<file path="config.mk">
export PLATFORM = sky130hd
export DESIGN_NAME = full_adder
export DESIGN_NICKNAME = d
export VERILOG_FILES = /design/src/rtl/full_adder.sv
export SDC_FILE = /design/constraint.sdc
export NUM_CORES = 1
export LEC_CHECK = 0
export CORE_AREA = 2 2 39 41
export DETAILED_ROUTE_END_ITERATION = 16
export DIE_AREA = 0 0 41 43
export GPL_ROUTABILITY_DRIVEN = 0
export PLACE_DENSITY = 0.43
export REMOVE_ABC_BUFFERS = 1
export SYNTH_ARGS = -nofsm -noshare
export SYNTH_HDL_FRONTEND = slang
export SYNTH_SLANG_ARGS = --single-unit
export TNS_END_PERCENT = 50
</file>
<file path="constraint.sdc">
create_clock -name clk -period 0.8 [get_ports clk]
set_input_delay 0.12 -clock clk [delete_from_list [all_inputs] [get_ports clk]]
set_output_delay 0.12 -clock clk [all_outputs]
set_load 0.02 [all_outputs]
</file>
<file path="src/rtl/full_adder.sv">
// full_adder: ripple-carry adder with zero-latency combinational sum/carry
// and an optional enabled output register that also records signed overflow.
module full_adder #(
  parameter int WIDTH = 1
) (
  input  logic             clk,
  input  logic             rst_n,
  input  logic [WIDTH-1:0] a,
  input  logic [WIDTH-1:0] b,
  input  logic             cin,
  input  logic             en,
  output logic [WIDTH-1:0] sum,
  output logic             cout,
  output logic [WIDTH-1:0] sum_q,
  output logic             cout_q,
  output logic             ovf_q
);

  // Carry into the most significant bit; overflow compares it with cout.
  logic msb_carry_in;
  logic ovf;

  // Bit-serial ripple: a running carry walks from bit 0 to the MSB so no
  // carry vector feeds back on itself, and the carry into the MSB is kept.
  always_comb begin
    logic carry;
    sum          = '0;
    carry        = cin;
    msb_carry_in = cin;
    for (int i = 0; i < WIDTH; i++) begin
      msb_carry_in = carry;
      sum[i]       = a[i] ^ b[i] ^ carry;
      carry        = (a[i] & b[i]) | (carry & (a[i] ^ b[i]));
    end
    cout = carry;
  end

  // Signed overflow: carry into and out of the sign bit disagree.
  assign ovf = cout ^ msb_carry_in;

  // Output register stage: cleared asynchronously, loaded only when enabled.
  always_ff @(posedge clk or negedge rst_n) begin
    if (!rst_n) begin
      sum_q  <= '0;
      cout_q <= 1'b0;
      ovf_q  <= 1'b0;
    end else if (en) begin
      sum_q  <= sum;
      cout_q <= cout;
      ovf_q  <= ovf;
    end
  end

endmodule

</file>
==> results by stage, run 1 <==
Worst setup path:
- The cell repeated most along the worst path is sky130_fd_sc_hd__buf_6.
- By startpoint and endpoint, the worst setup path is classified as primary input to primary output.
- Of all nets on the critical path, the largest fanout is 2.
- Together, buffers and inverters on the worst path number 2.
- The setup check on the worst reg-to-reg path leaves a slack of -0.08 ns.
- The count of cells along the worst register-to-register path is 2.
- The arrival time at the worst endpoint is 0.91 ns.
- In this design, the stage delay of the slowest critical-path cell is 0.58 ns.
- The signal on the critical path passes through buf_6 -> fa_2 -> buf_6.
- The cell family contributing the most delay on the critical path is adder cells.
- Among all stages on the critical path, the largest delay is contributed by sky130_fd_sc_hd__fa_2.
- In this run the critical register-to-register path is captured at sum_q.
- In this run the worst setup path begins at a.
- The worst setup path is launched from a primary input.
- The worst setup path is captured at a primary output.
- The reg-to-reg startpoint is sum_q.
- The worst path required time is 0.68 ns.

Cells and area:
- The share of post-route cells with drive strength above 1 is 0.741.
- At the end of the flow the core is filled with cells to 0.242.
- The antenna diode count is 0.
- The multi-input combinational cells in the finished layout cover a total of 77.6 um^2.
- The number of nets in the layout is 35.
- Fill cells in the final layout number 154.
- The number of standard cells in the layout, taps in and fillers out is 43.
- The growth of design area from synthesis to finish is 148%.
- The register area is 75.1 um^2.
- After routing the design area is 335 um^2.

Detailed routing:
- After detailed routing, the number of remaining DRC violations is 0.
- Routed signal wires occupy layers up through met4.
- The number of design-rule violations left by the first detailed-router iteration is 2.
- The first TritonRoute pass finished after 2 iterations.
- The total vias in the final route is 141.
- The remaining number of nets flagged by the antenna check after routing is 0.
- The average via count per standard cell is 3.28.
- The average wire length per cell after detail routing is 9.44 um.
- The wire length on met3 is 69 um.
- The final layout contains routed wiring with a total length of 406 um.
- After detailed routing, the wire length on met1 is 150 um.
- In the detailed route, the total length drawn on met2 is 178 um.

Min path:
- The worst hold path class is primary input to asynchronous set/reset pin.

Placed design:
- The area after detailed placement is 270 um^2.
- During placement, the flow inserted port buffers numbering 10.
- The total instance count after detailed placement is 37.

Power and ir drop:
- The worst IR drop on VDD is 0.364 mV.
- The share of total power dissipated in sequential elements is 0.273.
- The total power divided by cell area is 2110 nW/um^2.
- Of the total power, combinational logic draws 0.358.
- Of the total power, the share spent switching nets is 0.275.
- The switching power total is 0.195 mW.
- The portion of total power attributed to the clock network is 0.369.
- The internal power of the cells is 0.514 mW.
- Summed over all cells, the static leakage comes to 0.155 nW.

Global route:
- The via count of the first global-routing pass is 145.
- Entering global routing, the biggest net connects 5 pins.
- The first global-routing pass estimated 572 um of wire.
- For this run, the total global-route usage over all layers was measured as 0.0604.
- The number of antenna violations at the first check in global routing came to 0.
- The total congestion overflow is 0.

Clock network:
- For the worst-skew pair, the clock arrives at the later sink with an insertion delay of 0.23 ns.
- The TritonCTS clock tree is yes.
- The cell sitting at the root of the clock tree is a sky130_fd_sc_hd__clkbuf_4.
- The number of levels the H-tree was split into is 1.
- The number of hold buffers added after CTS was 0.
- The clock-pin slew on the worst setup and hold paths is 0.04 ns.
- Clock tree synthesis inserted a total of 3 buffers.
- The maximum root-to-sink buffer count is 2.
- The tree built by TritonCTS fans out to 3 sinks.

Yosys:
- The synthesized instance count is 9.
- The share of synthesized area in the top cell type comes to 0.556.
- Counting flops with a built-in enable in the synthesized netlist gives 0.
- In the post-synthesis netlist, the biggest area contributors are sky130_fd_sc_hd__dfrtp_1 (56%), sky130_fd_sc_hd__mux2_2 (17%), sky130_fd_sc_hd__fa_1 (15%).
- The most common cell in the synthesized netlist is sky130_fd_sc_hd__dfrtp_1.
- The post-synthesis cell type count is 6.
- Counting instances in the post-synthesis netlist gives the leading cell types as sky130_fd_sc_hd__dfrtp_1 (3), sky130_fd_sc_hd__mux2_2 (2).
- For this run, the register share of the synthesized area comes to 0.556.
- The share of async-settable or async-resettable flops after synthesis is 1.00.
- The largest total area in the synthesized netlist belongs to sky130_fd_sc_hd__dfrtp_1.
- The synthesized design contains 3 register bits.
- Averaged over all synthesized cells, the footprint is 15.0 um^2.
- The most used flip-flop cell after synthesis is sky130_fd_sc_hd__dfrtp_1.
- The synthesis warning total is 0.
- The synthesized netlist occupies a cell area of 135 um^2.

Timing:
- Dividing the final minimum period by the clock period gives 1.29.
- The final critical-path setup slack is -0.232 ns.
- Headroom to the max-slew limit came out at 0.862.
- Setup repair after global routing could not meet its margin everywhere.
- The sum of negative setup slack is -0.704 ns.
- Hold timing on the final database bottoms out at a slack of 0.0706 ns.
- The max-slew violation count came to 0.
- The timing-limited maximum frequency is 969 MHz.
- On the final layout, the worst clock skew is 0 ns.
- The number of endpoints with negative hold slack in the final report is 0.
- The pin slew with the least headroom to its limit is 0.207 ns.
- The final count of negative-setup-slack endpoints is 8.
- The shortest clock period the worst path allows after layout is 1.03 ns.

Floorplanning:
- The floorplan has 14 rows.
- For this configuration, the core starts out at a cell density of 0.0976.
- From left edge to right edge, the die measures 41 um.
- The die outline height is 43 um.
- The floorplan step defined a die boundary enclosing 1760 um^2.
- The area of the core region is 1380 um^2.
- The I/O pin total is 11.

Status:
- The flow ran to the end, but the final reports show violations.
- The final reports fail on negative setup slack.

Run:
- The count of max-cap constraint violations is 0.
[cells by family after synthesis]
family,share of synthesized area
fa+ha+maj,0.148
compound gates,0.0370
flops,0.556
simple gates,0.0278
xor+xnor,0.0648
mux,0.167
[flip-flops by register name (all words and copies together) (netlist names)]
register  flops
cout_q        1
sum_q         1
ovf_q         1
[power groups by stage]
stage	clock, mW	sequential [mW]	combinational [mW]
4_1_cts	0.279	0.191	0.206
5_1_grt	0.299	0.195	0.271
2_1_floorplan	0	0.219	0.0581
3_5_place_dp	0	0.191	0.201
3_3_place_gp	0	0.189	0.198
6_report	0.261	0.194	0.254
[repair_timing]
action | 4_1_cts | 5_1_grt
setup endpoints to repair | 8 | 8
buffers inserted | 0 | 2
pin swaps | 3 | 1
endpoints found under the hold margin | 0 | 0
resized for setup | 45 | 5
[layer usage]
metal / up-vias / GRT usage
li1: 65 / -
met1: 63 / 0.0550
met2: 11 / 0.0594
met3: 2 / 0.0628
met4: 0 / 0.0800
met5: - / 0
[how the worst max path moves through the flow]
stage                        to  slack (ns)  cells after the start
after floorplan           sum_q       -0.32                      2
after global placement      sum       -1.04                      3
after detailed placement    sum       -1.06                      3
after CTS                   sum       -0.23                      3
after global routing        sum       -0.25                      3
final                       sum       -0.23                      3
[cells in the final DEF, fill, tap and decap left out, drive strengths merged]
master | synthesis | routed
clkbuf | 0 | 4
a21oi | 1 | 1
clkdlybuf4s50 | 0 | 1
fa | 1 | 1
dlygate4sd2 | 0 | 1
dfrtp | 3 | 3
buf | 0 | 12
nor2 | 1 | 1
mux2 | 2 | 2
xnor2 | 1 | 1
[through the flow]
step	total power, mW	setup WS, ns
4_1_cts	0.677	-0.233
5_1_grt	0.765	-0.245
3_3_place_gp	0.387	-1.04
2_1_floorplan	0.277	-0.322
6_report	0.709	-0.232
3_5_place_dp	0.392	-1.06
[final cells by class]
class,count,area share
tap,16,0.0597
multi-input combinational,6,0.231
sequential,3,0.224
clock buffer,4,0.0784
timing repair buffer,14,0.407
No activity file was read; power rests on OpenSTA's default activity.
==> inputs of run 2 (changes only) <==
- SLEW_MARGIN: default -> 20
==> results of run 2 <==
Final layout, timing and power as in run 1 (identical DEF).
